`src/rtl/lcd_message_streamer.sv`:
```
// ============================================================================
// lcd_message_streamer
// ----------------------------------------------------------------------------
// Holds the display message set internally and, on request, streams the
// selected message to the LCD character writer as a byte sequence. Every row
// is preceded by a DDRAM set-address command; text is truncated or padded
// with spaces to COLS characters.
//
// Ports
//   clk         in   1      system clock, rising edge
//   rst_n       in   1      asynchronous reset, active low
//   msg_sel     in   MSG_W  message index
//   msg_load    in   1      one-cycle request to stream msg_sel
//   out_data    out  8      ASCII character or LCD command byte
//   out_is_cmd  out  1      1: out_data is a command (RS=0), 0: character
//   out_valid   out  1      out_data/out_is_cmd valid
//   out_ready   in   1      downstream accepts a beat when valid & ready
//   busy        out  1      frame in progress (first beat through DONE)
//   done        out  1      one-cycle pulse after the last beat is accepted
// ============================================================================
module lcd_message_streamer #(
    parameter int unsigned COLS        = 16,  // 1..40
    parameter int unsigned ROWS        = 2,   // 1..4
    parameter int unsigned MSG_W       = 3,
    parameter bit          AUTO_UPDATE = 1'b1
) (
    input  logic             clk,
    input  logic             rst_n,
    input  logic [MSG_W-1:0] msg_sel,
    input  logic             msg_load,
    output logic [7:0]       out_data,
    output logic             out_is_cmd,
    output logic             out_valid,
    input  logic             out_ready,
    output logic             busy,
    output logic             done
);

    typedef enum logic [1:0] {
        ST_IDLE = 2'd0,
        ST_CMD  = 2'd1,
        ST_CHAR = 2'd2,
        ST_DONE = 2'd3
    } state_t;

    state_t           state_q, state_d;
    logic [1:0]       row_q, row_d;        // up to 4 rows
    logic [5:0]       col_q, col_d;        // up to 40 columns
    logic [MSG_W-1:0] sel_q, sel_d;        // index latched at frame start
    logic [MSG_W-1:0] last_sel_q, last_sel_d;
    logic             pend_q, pend_d;
    logic [MSG_W-1:0] pend_sel_q, pend_sel_d;

    logic             start;
    logic [MSG_W-1:0] start_sel;

    // Character at (row, col) of message sel. Each stored line is 16 chars,
    // left-justified in a 128-bit word (first character in the top byte).
    function automatic logic [7:0] text_char(input logic [MSG_W-1:0] sel,
                                             input logic [1:0]       row,
                                             input logic [5:0]       col);
        logic [127:0] line;
        int unsigned  sel_n;
        sel_n = int'(sel);
        line  = {16{8'h20}};
        if (row == 2'd0) begin
            case (sel_n)
                1:       line = {"Chovendo !", {6{8'h20}}};
                2:       line = {"Tempo Seco !", {4{8'h20}}};
                3, 4, 6: line = {"Bluetooth:", {6{8'h20}}};
                5:       line = "Sensor desligado";
                default: line = {16{8'h20}};
            endcase
        end else if (row == 2'd1) begin
            case (sel_n)
                3:       line = {"On", {14{8'h20}}};
                4:       line = {"Off", {13{8'h20}}};
                5:       line = {"Bluetooth: Off", {2{8'h20}}};
                6:       line = {"Reset!", {10{8'h20}}};
                default: line = {16{8'h20}};
            endcase
        end
        // Columns beyond the stored text are padding.
        if (col < 6'd16) begin
            text_char = line[8*(15 - int'(col)) +: 8];
        end else begin
            text_char = 8'h20;
        end
    endfunction

    // DDRAM set-address: odd rows live at 0x40, rows 2/3 continue COLS
    // characters further on (4-line module layout).
    function automatic logic [7:0] cmd_byte(input logic [1:0] row);
        logic [7:0] addr;
        addr     = (row[0] ? 8'h40 : 8'h00) + (row[1] ? 8'(COLS) : 8'h00);
        cmd_byte = 8'h80 | addr;
    endfunction

    always_ff @(posedge clk or negedge rst_n) begin
        if (!rst_n) begin
            state_q    <= ST_IDLE;
            row_q      <= 2'd0;
            col_q      <= 6'd0;
            sel_q      <= '0;
            last_sel_q <= '0;
            pend_q     <= 1'b0;
            pend_sel_q <= '0;
        end else begin
            state_q    <= state_d;
            row_q      <= row_d;
            col_q      <= col_d;
            sel_q      <= sel_d;
            last_sel_q <= last_sel_d;
            pend_q     <= pend_d;
            pend_sel_q <= pend_sel_d;
        end
    end

    always_comb begin
        state_d    = state_q;
        row_d      = row_q;
        col_d      = col_q;
        sel_d      = sel_q;
        last_sel_d = last_sel_q;
        pend_d     = pend_q;
        pend_sel_d = pend_sel_q;
        out_data   = 8'h00;
        out_is_cmd = 1'b0;
        out_valid  = 1'b0;
        busy       = 1'b0;
        done       = 1'b0;
        start      = 1'b0;
        start_sel  = msg_sel;

        case (state_q)
            ST_IDLE: begin
                // A fresh load beats a leftover pending request; either
                // way the pending slot is consumed by the start.
                if (msg_load) begin
                    start = 1'b1;
                end else if (pend_q) begin
                    start     = 1'b1;
                    start_sel = pend_sel_q;
                end else if (AUTO_UPDATE && (msg_sel != last_sel_q)) begin
                    start = 1'b1;
                end
                if (start) begin
                    pend_d = 1'b0;
                end
            end
            ST_CMD: begin
                out_valid  = 1'b1;
                out_is_cmd = 1'b1;
                out_data   = cmd_byte(row_q);
                busy       = 1'b1;
                if (out_ready) begin
                    state_d = ST_CHAR;
                    col_d   = 6'd0;
                end
            end
            ST_CHAR: begin
                out_valid = 1'b1;
                out_data  = text_char(sel_q, row_q, col_q);
                busy      = 1'b1;
                if (out_ready) begin
                    if (col_q == 6'(COLS - 1)) begin
                        col_d = 6'd0;
                        if (row_q == 2'(ROWS - 1)) begin
                            state_d = ST_DONE;
                        end else begin
                            row_d   = row_q + 2'd1;
                            state_d = ST_CMD;
                        end
                    end else begin
                        col_d = col_q + 6'd1;
                    end
                end
            end
            ST_DONE: begin
                busy = 1'b1;
                done = 1'b1;
                if (pend_q) begin
                    start     = 1'b1;
                    start_sel = pend_sel_q;
                    pend_d    = 1'b0;
                end else begin
                    state_d = ST_IDLE;
                end
            end
            default: state_d = ST_IDLE;
        endcase

        if (start) begin
            state_d    = ST_CMD;
            row_d      = 2'd0;
            col_d      = 6'd0;
            sel_d      = start_sel;
            last_sel_d = start_sel;
        end

        // Any load outside IDLE (including the DONE cycle) lands in the
        // one-deep buffer, newest request wins. Placed last so it survives
        // the clear above when DONE consumes an older pending request.
        if (msg_load && (state_q != ST_IDLE)) begin
            pend_d     = 1'b1;
            pend_sel_d = msg_sel;
        end
    end

endmodule

```
`config.mk`:
```
export PLATFORM = sky130hd
export DESIGN_NAME = lcd_message_streamer
export DESIGN_NICKNAME = d
export VERILOG_FILES = /design/src/rtl/lcd_message_streamer.sv
export SDC_FILE = /design/constraint.sdc
export NUM_CORES = 1
export LEC_CHECK = 0
export ABC_AREA = 1
export BUFFER_PORTS_ARGS = -buffer_cell sky130_fd_sc_hd__buf_2
export CAP_MARGIN = 20
export CELL_PAD_IN_SITES_DETAIL_PLACEMENT = 0
export CELL_PAD_IN_SITES_GLOBAL_PLACEMENT = 1
export CORE_UTILIZATION = 40
export DETAILED_ROUTE_END_ITERATION = 10
export PLACE_DENSITY_LB_ADDON = 0.3
export SLEW_MARGIN = 20
export SYNTH_ARGS = -nofsm -noshare
export SYNTH_HDL_FRONTEND = slang
export SYNTH_SLANG_ARGS = --single-unit
```
`constraint.sdc`:
```
create_clock -name clk -period 2.5 [get_ports clk]
set_clock_uncertainty 0.05 [all_clocks]
set_input_delay 0.125 -clock clk [delete_from_list [all_inputs] [get_ports clk]]
set_output_delay 0.125 -clock clk [all_outputs]
set_load 0.03 [all_outputs]
```
==> summary.md <==
| Metric | Value |
|---|---|
| Run status | finished, final reports clean |
| GR Layer Usage met1 | 0.310 |
| Worst min path class | in2reg |
| Synthesized Nets | 402 |
| Commonest register cell after synthesis | dfrtp_1 |
| Pre-CTS worst setup slack | 0.0890 ns |
| Sink Count | 17 |
| Nets@finish | 430 |
| Crit path required time | 2.33 ns |
| CP Buf/Inv Count | 4 |
| Dpl hpwl | 5480 µm |
| Max Cap Viol | 0 |
| Seq/Total Area, Yosys | 0.180 |
| VDD IR max | 0.943 mV |
| Sw frac | 0.598 |
| Die height | 78.8 µm |
| CP cell instances | inv_2 > ha_4 > buf_4 > inv_1 > o31ai_1 > nand3_1 > nand2_1 > nor2_1 > nor2_1 > nand2_1 > nand2_1 > nand2_1 > a21oi_2 > buf_6 |
| Gr busiest metal | met2 |
| Yosys top cell area share | 0.180 |
| Row cnt | 27 |
| Commonest non-fill, non-tap cell in the layout | nand2_1 |
| Least-Margin Pin Slew | 0.500 ns |
| Slowest stage delay, CP | 0.40 ns |
| DRT Pass-1 Iters | 5 |
| Synthesis warning total | 0 |
| Most numerous cell on the critical path | nand2_1 |
| Synth area leaders | dfrtp_1, nand2_1, nand3_1, ha_1, o21ai_0 |
| Power share of the sequential group | 0.149 |
| Maximum clock path buffer count | 2 |
| CTS tree | done |
| Fill cells | 620 |
| Max-slew violations | 0 |
| Pint | 1480 µW |
| Gate power share | 0.795 |
| Die ar. | 6210 µm² |
| Number of diodes | 0 |
| Placer Congestion | 0.932 |
| Power per cell area | 1330 nW/µm² |
| Post-synthesis register bit count | 17 |
| Critical Path Sink Type | output pin |
| Post-synth ARST share | 1.00 |
| Syn Area/Cell | 6.15 µm² |
| Io pins | 19 |
| Netlist cell types | 43 |
| WP data arrival | 2.27 ns |
| IO Port Bufs | 18 |
| Most frequent cells in the layout | nand2_1, nand3_1, inv_1 |
| Root Driver | clkbuf_8 |
| CP top delay family | simple AND/OR/NAND/NOR gates |
| Clk_lat worst skew | 0.25 ns |
| Post-route cell area | 2770 µm² |
| CP Max Fanout | 5 |
| Layout Utilization | 0.494 |
| First-pass GRT wire length | 11,600 µm |
| # H-tree levels | 1 |
| Initial antenna violation count | 0 |
| Crit Path Category | reg2out |
| Synth-to-layout area growth | 17.4% |
| Iter 0 DRT Violations | 208 |
| DIE WIDTH | 78.8 µm |
| Post-synthesis cell count | 384 |
| Post-synth EDFFs | 0 |
| Slowest cell on crit path | dfrtp_1 |
| Layout cells sized above 1 | 0.263 |
| F_max | 0.410 GHz |
| CTS Buf Count | 3 |
| Met2 Usage GRT | 0.387 |
| Vias per cell | 5.55 |
| Clock share of power | 0.055 |
| Routed WL | 7130 µm |
| Reg clk slew, reported paths | 0.07 ns |
| Vias in the first global route | 2,427 |
| Final Hold Vio Count | 0 |
| Leakage | 0.00130 µW |
| Final period util | 0.977 |
| Switch Pwr | 2210 µW |
| Setup ws final | 0.0584 ns |
| Via count | 2,680 |
| Met3 GRT Util | 0.0276 |
| Final std cells w/o fill | 483 |
| Relative slew slack | 0.666 |
| RSZ-0062 raised after global routing | true |
| Initial core utilization | 0.421 |
| Largest net degree at the start of global routing | 19 |
| Startpoint Class | flop |
| Tot GR Track Use | 0.236 |
| Placed Instances | 465 |
| Largest area contributor in the netlist | dfrtp_1 |
| Wire per inst | 14.8 µm |
| Tmin final | 2.44 ns |
| Total core area | 5610 µm² |
| Final setup violation count | 0 |
| Overflow after GRT | 0 |
| Cell Area, Placed | 2490 µm² |
| Cell Area, Synth | 2360 µm² |
| Drt drc | 0 |
| Antenna Nets Post-Route | 0 |
flip-flops by register name, indices dropped and copies added, names as in the netlist:
register    count
last_sel_q      3
state_q         2
row_q           2
pend_q          1
col_q           6
pend_sel_q      3
metal layers:
metal  wire length, µm  part of all wire  up-vias
met2              3280              0.46       95
met3               364             0.051       19
met1              3270              0.46     1233
met4               214             0.030        0
li1                  -                 -     1333
met5                 0                 0        -
cells by family after synthesis:
family	count (synthesis)	share of synthesized area
and+or+nand+nor	217	0.436
AOI/OAI and AO/OA	74	0.191
buffers and inverters	63	0.127
DFF	17	0.180
adders and majority gates	11	0.0583
xor gates and xnor gates	2	0.00742
worst reg2reg max path: stages (launching register included):
cell     delay [ns]
dfrtp_1        0.65
nand2_1        0.18
nor2_2         0.18
inv_1          0.05
nor2_1         0.14
nand2_2        0.14
o31ai_4        0.30
nand3_1        0.10
o21ai_1        0.10
power by group through the flow:
stage | Clock (µW) | Sequential, µW | Combinational (µW)
2_1_floorplan | 0 | 430 | 2210
3_3_place_gp | 0 | 540 | 2680
3_5_place_dp | 0 | 541 | 2660
4_1_cts | 213 | 538 | 2680
5_1_grt | 226 | 569 | 3230
6_report | 204 | 550 | 2930
stage by stage:
stage | setup TNS, ns | power, µW | hold WS (ns)
global route | -0.110 | 4030 | 0.154
global placement | 0 | 3220 | 0.0300
detailed placement | 0 | 3200 | 0.0276
floorplan | 0 | 2640 | -0.221
CTS | 0 | 3430 | 0.117
finish | 0 | 3690 | 0.112
synthesized netlist by cell type, types with 5 or more instances:
library cell,count
nand2_1,108
nand3_1,48
inv_1,31
nor2_1,25
o21ai_0,24
a21oi_1,20
dfrtp_1,17
ha_1,11
inv_2,9
nand4_1,7
o21ai_1,7
a31oi_1,6
nand2_2,6
buf_2,5
buf_6,5
nor3_1,5
area by class of cell:
| type | instances | area (µm²) | area share |
|---|---|---|---|
| sequential | 17 | 429 | 0.155 |
| multi-input combinational | 304 | 1730 | 0.624 |
| tap | 72 | 90.1 | 0.0325 |
| timing repair buffer | 40 | 282 | 0.102 |
| inverter | 46 | 196 | 0.0709 |
| clock buffer | 4 | 45.0 | 0.0163 |
timing repair:
item                                    CTS  global route
buffers inserted                          0            13
pin swaps                                 1             8
hold endpoints to repair                 17             0
hold buffers                              1             0
cloned                                    0             0
endpoints found under the setup margin    6             6
resized for setup                         7            39
final timing paths:
check	from	end	slack (ns)	depth (start not counted)
max reg2reg	col_q[1]$_DFFE_PN0P_	row_q[1]$_DFFE_PN0P_	0.52	8
min in group asynchronous	rst_n	pend_sel_q[0]$_DFFE_PN0P_	0.29	2
max in group asynchronous	rst_n	last_sel_q[2]$_DFFE_PN0P_	1.80	2
max	row_q[1]$_DFFE_PN0P_	out_data[6]	0.06	14
min	msg_load	pend_q$_DFFE_PN0P_	0.11	4
min reg2reg	pend_sel_q[2]$_DFFE_PN0P_	pend_sel_q[2]$_DFFE_PN0P_	0.43	2
Note: power is estimated with default switching activity, not from simulation.
